`src/rtl/rf_write_arbiter.sv`:
```
// Write-port sequencer for the 16x16 register file: two one-entry writeback buffers
// (A = ALU, B = memory fill), round-robin commit, read-select decode, forwarding and pending scoreboard.
module rf_write_arbiter #(
    parameter int NREG  = 16,
    parameter int WIDTH = 16
) (
    input  logic             clk,
    input  logic             rst,
    input  logic             a_valid,
    input  logic [3:0]       a_addr,
    input  logic [WIDTH-1:0] a_data,
    output logic             a_ready,
    input  logic             b_valid,
    input  logic [3:0]       b_addr,
    input  logic [WIDTH-1:0] b_data,
    output logic             b_ready,
    input  logic [3:0]       rd_addr1,
    input  logic [3:0]       rd_addr2,
    output logic [NREG-1:0]  write_reg,
    output logic [WIDTH-1:0] wr_data,
    output logic [NREG-1:0]  rden1,
    output logic [NREG-1:0]  rden2,
    output logic             fwd1_hit,
    output logic             fwd2_hit,
    output logic [WIDTH-1:0] fwd_data,
    output logic [NREG-1:0]  pending
);

    typedef enum logic [1:0] {IDLE, ONE, BOTH} arb_state_t;

    localparam logic [NREG-1:0] R0_MASK = {{(NREG-1){1'b1}}, 1'b0};

    function automatic logic [NREG-1:0] onehot(input logic [3:0] idx);
        logic [NREG-1:0] v;
        v      = '0;
        v[idx] = 1'b1;
        return v;
    endfunction

    arb_state_t       arb_state;
    logic             a_vld, b_vld;
    logic [3:0]       a_addr_q, b_addr_q;
    logic [WIDTH-1:0] a_data_q, b_data_q;
    logic             a_young, b_young;
    logic             rr, rr_next;
    logic             commit_a, commit_b, commit;
    logic             a_take, b_take;
    logic [3:0]       c_addr;
    logic [WIDTH-1:0] c_data;

    // Arbitration decision; rr = 1 means B is next for different-address contention.
    always_comb begin
        commit_a  = 1'b0;
        commit_b  = 1'b0;
        rr_next   = rr;
        arb_state = IDLE;
        if (a_vld && b_vld)
            arb_state = BOTH;
        else if (a_vld || b_vld)
            arb_state = ONE;
        case (arb_state)
            IDLE: ;
            ONE: begin
                commit_a = a_vld;
                commit_b = b_vld;
            end
            BOTH: begin
                if (a_addr_q == b_addr_q) begin
                    // A young bit marks the later capture; a tie means same-cycle capture, A goes first.
                    if (a_young && !b_young)
                        commit_b = 1'b1;
                    else
                        commit_a = 1'b1;
                end else begin
                    commit_a = !rr;
                    commit_b = rr;
                    rr_next  = !rr;
                end
            end
            default: ;
        endcase
    end

    assign commit  = commit_a | commit_b;
    assign a_ready = !a_vld | commit_a;
    assign b_ready = !b_vld | commit_b;
    assign a_take  = a_valid & a_ready;
    assign b_take  = b_valid & b_ready;
    assign c_addr  = commit_b ? b_addr_q : a_addr_q;
    assign c_data  = commit_b ? b_data_q : a_data_q;

    always_comb begin
        write_reg = '0;
        wr_data   = '0;
        if (commit) begin
            wr_data = c_data;
            if (c_addr != 4'd0)
                write_reg = onehot(c_addr);
        end
    end

    assign fwd_data = wr_data;
    assign fwd1_hit = commit && (c_addr != 4'd0) && (c_addr == rd_addr1);
    assign fwd2_hit = commit && (c_addr != 4'd0) && (c_addr == rd_addr2);
    assign rden1    = onehot(rd_addr1);
    assign rden2    = onehot(rd_addr2);
    assign pending  = ((a_vld ? onehot(a_addr_q) : '0) | (b_vld ? onehot(b_addr_q) : '0)) & R0_MASK;

    always_ff @(posedge clk or negedge rst) begin
        if (!rst) begin
            a_vld    <= 1'b0;
            b_vld    <= 1'b0;
            a_addr_q <= '0;
            b_addr_q <= '0;
            a_data_q <= '0;
            b_data_q <= '0;
            a_young  <= 1'b0;
            b_young  <= 1'b0;
            rr       <= 1'b0;
        end else begin
            rr <= rr_next;
            // A capture is younger only if the other entry survives this edge.
            if (a_take) begin
                a_vld    <= 1'b1;
                a_addr_q <= a_addr;
                a_data_q <= a_data;
                a_young  <= b_vld & !commit_b;
            end else begin
                if (commit_a)
                    a_vld <= 1'b0;
                if (b_take)
                    a_young <= 1'b0;
            end
            if (b_take) begin
                b_vld    <= 1'b1;
                b_addr_q <= b_addr;
                b_data_q <= b_data;
                b_young  <= a_vld & !commit_a;
            end else begin
                if (commit_b)
                    b_vld <= 1'b0;
                if (a_take)
                    b_young <= 1'b0;
            end
        end
    end

endmodule

```
`config.mk`:
```
export PLATFORM = sky130hd
export DESIGN_NAME = rf_write_arbiter
export DESIGN_NICKNAME = d
export VERILOG_FILES = /design/src/rtl/rf_write_arbiter.sv
export SDC_FILE = /design/constraint.sdc
export NUM_CORES = 1
export LEC_CHECK = 0
export CAP_MARGIN = 30
export CORE_UTILIZATION = 38
export CTS_BUF_LIST = sky130_fd_sc_hd__clkbuf_4
export DETAILED_ROUTE_END_ITERATION = 7
export PLACE_DENSITY = 0.91
export SYNTH_ARGS = -nofsm -noshare
export SYNTH_HDL_FRONTEND = slang
export SYNTH_SLANG_ARGS = --single-unit
export TNS_END_PERCENT = 100
```
`constraint.sdc`:
```
create_clock -name clk -period 3.4 [get_ports clk]
set_input_delay 1.02 -clock clk [delete_from_list [all_inputs] [get_ports clk]]
set_output_delay 1.02 -clock clk [all_outputs]
set_load 0.02 [all_outputs]
```
==> out/results.ini <==
[run_status]
status=complete, but fails checks
violations=setup timing

[finish]
nets=545
final_area_mm2=0.00493
final_layout_size_suffix_gt1_frac=0.340
synthToLayoutAreaGrowth_pct=60.8
antennaDiodeCount=0

[worst_hold_path]
hp-class=register to register
worstHoldStart=b_data_q[11]

[clock_network]
cts_buffers=5
cts_sinks=45
cts_tree=yes
insertion_delay_ns=0.36
clockBufferDepth=2
cts_root_buf=clkbuf_4
h-tree-depth=2
clk_pin_slew_ns=0.13
cts_hold_buf=0

[synth]
synth_edf_count=0
netlist_area_mm2=0.00307
seq_area_frac_synth=0.367
synthDistinctLibCells=41
ys_ff_latch=45
avgSynthCellArea_um2=9.30
synth-warning-count=0
synth-main-ff-cell=dfrtp_1
synthArstFlopShare=1.00
synth_cells=330

[die]
core_mm2=0.00777
dieArea_mm2=0.00844
rows=32
io_pins=152
die_x_um=91.9
initial_utilization=0.395
die_y_um=91.9

[critical_path]
cp-start-kind=register
crit_chain=xor2_1, nor4_4, mux2i_4, buf_6, buf_6, buf_6, buf_4, mux2i_2, o211ai_1, nor4_4, buf_4
critPathMaxFanout=4
max_stage_delay_ns=0.41
rr_startpoint=b_addr_q[0]
crit_path_frequent_cell=buf_6
worstSetupEndpointType=output pin
cp_data_required_time_ns=2.38
worstSetupPathType=register to output pin
cp.arrival_ns=2.86
startpoint=b_addr_q[0]
cpMaxStageDelayCell=dfrtp_1

[sta]
setup_ws_ns=-0.480
period_needed_ns=3.88
fin_crit_sh=1.14
hold_violations=0
setup_viol=52
drv_slew=0
tightest_slew_ns=0.556
rsz0062_at_grt=true
clock_skew_ns=0.0200
fmax_ghz=0.258
hold_ws_ns=0.510
slew_headroom=0.629

[power_and_ir_drop]
p_total_mw=3.67
powerDensity_mw_per_mm2=743
leakagePower_nw=2.25
irDropWorstVdd_v=0.000492

[place]
port_buffers=149
preCtsSetupSlack_ns=-0.462
hpwlAfterDp_um=6930
placed_area_mm2=0.00476
routabilityCongestion=0.937

[global_routing]
grt_usage=0.226
overflow=0
grt_pass1_vias=3225
grt_pass1_wl_um=15400
grt_max_degree=46
antenna_found_initial=0

[job]
drv_cap=0

[drt]
vias_per_cell=5.36
initialDrtViolationCount=144
route.detailed.drc=0
vias=3194
wl_per_cell_um=16.1
wirelength_um=9620
postRouteAntennaNets=0
first_pass_iters=6

==> power breakdown <==
group	switching [mW]	internal [mW]	total [mW]
clock network	0.177	0.0844	0.261
registers	0.0991	0.694	0.793
logic	1.37	1.24	2.61
total	1.64	2.02	3.67
==> worst max-delay path, delay by kind of cell (launching register included) <==
kind	cells	cell delay, ns
DFF	1	0.41
AOI/OAI and AO/OA	1	0.19
buffers and inverters	5	0.60
and+or+nand+nor	2	0.57
muxes	2	0.55
xor gates and xnor gates	1	0.19
==> stage by stage <==
step                setup TNS, ns  cells  utilization
finish                     -16.88    596        0.635
global placement           -15.03    573        0.612
floorplan                       0    331            -
CTS                        -12.64    593        0.633
global route               -22.86    596        0.635
detailed placement         -17.97    573        0.612
==> final cells by class <==
cell class / instances / area, µm²
Sequential cell: 45 / 1130
Tap cell: 102 / 128
Inverter: 4 / 15.0
Fill cell: 623 / 2830
Clock buffer: 5 / 37.5
Clock inverter: 3 / 25.0
Multi-Input combinational cell: 237 / 1790
Timing Repair Buffer: 200 / 1810
==> cell usage in the layout (no fill, tap or decap), types with 3 or more instances in the layout <==
cell type,instances
a22o_2,10
buf_4,58
nand3_1,5
o22ai_1,15
buf_2,11
clkdlybuf4s15_2,20
nand2b_1,18
clkbuf_2,13
and3_4,3
a21oi_1,3
or2_2,3
clkbuf_4,5
dlymetal6s2s_1,5
mux2_1,40
nor2_1,43
nor3_1,13
a22o_1,5
o21ai_0,4
dfrtp_1,45
mux2i_1,4
nor4_4,3
xor2_1,4
clkdlybuf4s15_1,4
dlygate4sd2_1,12
mux2i_2,4
mux2_4,3
nor2b_1,5
a21o_1,3
clkdlybuf4s50_1,60
xnor2_1,4
nand2_1,22
buf_6,14
==> registers in the layout, indices dropped and copies added (netlist names) <==
signal and flops:
a_addr_q 4, a_data_q 16, a_vld 1, a_young 1, b_addr_q 4, b_data_q 16, b_vld 1, b_young 1
rr 1
==> Yosys cell counts (3+ instances only) <==
cell type | number | share of area
clkbuf_1 | 12 | 0.015
and3_1 | 3 | 0.0061
o22ai_1 | 15 | 0.031
a21oi_1 | 5 | 0.0082
nor3_1 | 13 | 0.021
a21o_1 | 3 | 0.0073
mux2_1 | 41 | 0.15
buf_4 | 21 | 0.051
a22o_1 | 16 | 0.046
o21ai_0 | 4 | 0.0065
xnor2_1 | 4 | 0.011
dfrtp_1 | 45 | 0.37
or2_2 | 3 | 0.0061
xor2_1 | 5 | 0.014
buf_2 | 7 | 0.011
nand2_1 | 22 | 0.027
mux2i_1 | 9 | 0.029
nand3_1 | 5 | 0.0082
nand2b_1 | 18 | 0.037
nor2b_1 | 5 | 0.010
nor2_1 | 45 | 0.055
==> cell families (layout without fill, tap and decap cells) <==
group                  Yosys count  in the layout  share of synthesized area
AO/OA/AOI/OAI                   49             49                      0.116
XOR/XNOR                         9              9                     0.0257
buffers and inverters           49            212                     0.0938
flip-flops                      45             45                      0.367
multiplexers                    53             53                      0.194
other                            1              2                    0.00122
AND/OR/NAND/NOR                124            124                      0.202
==> what timing repair did <==
action | in CTS | in global routing
pin swaps | 12 | 4
setup buffers | 12 | 2
setup endpoints to repair | 83 | 81
gates resized for setup | 280 | 44
gates cloned | 0 | 0
==> layer usage <==
metal	vias up	routed length, µm	track usage
met5	-	0	0
met4	0	278	0.0781
met3	33	743	0.0489
met2	191	5010	0.422
met1	1513	3590	0.251
li1	1457	-	-
==> worst paths after layout <==
path	endpoint	slack (ns)	depth (start not counted)
max in group asynchronous	a_data_q[14]	2.27	2
hold / removal	b_data_q[11]	0.51	1
min in group asynchronous	b_data_q[2]	0.62	1
setup reg to reg	b_data_q[1]	0.44	11
hold reg to reg	b_data_q[11]	0.51	1
setup / recovery	fwd2_hit	-0.48	11
(Power assumes the default switching activity.)
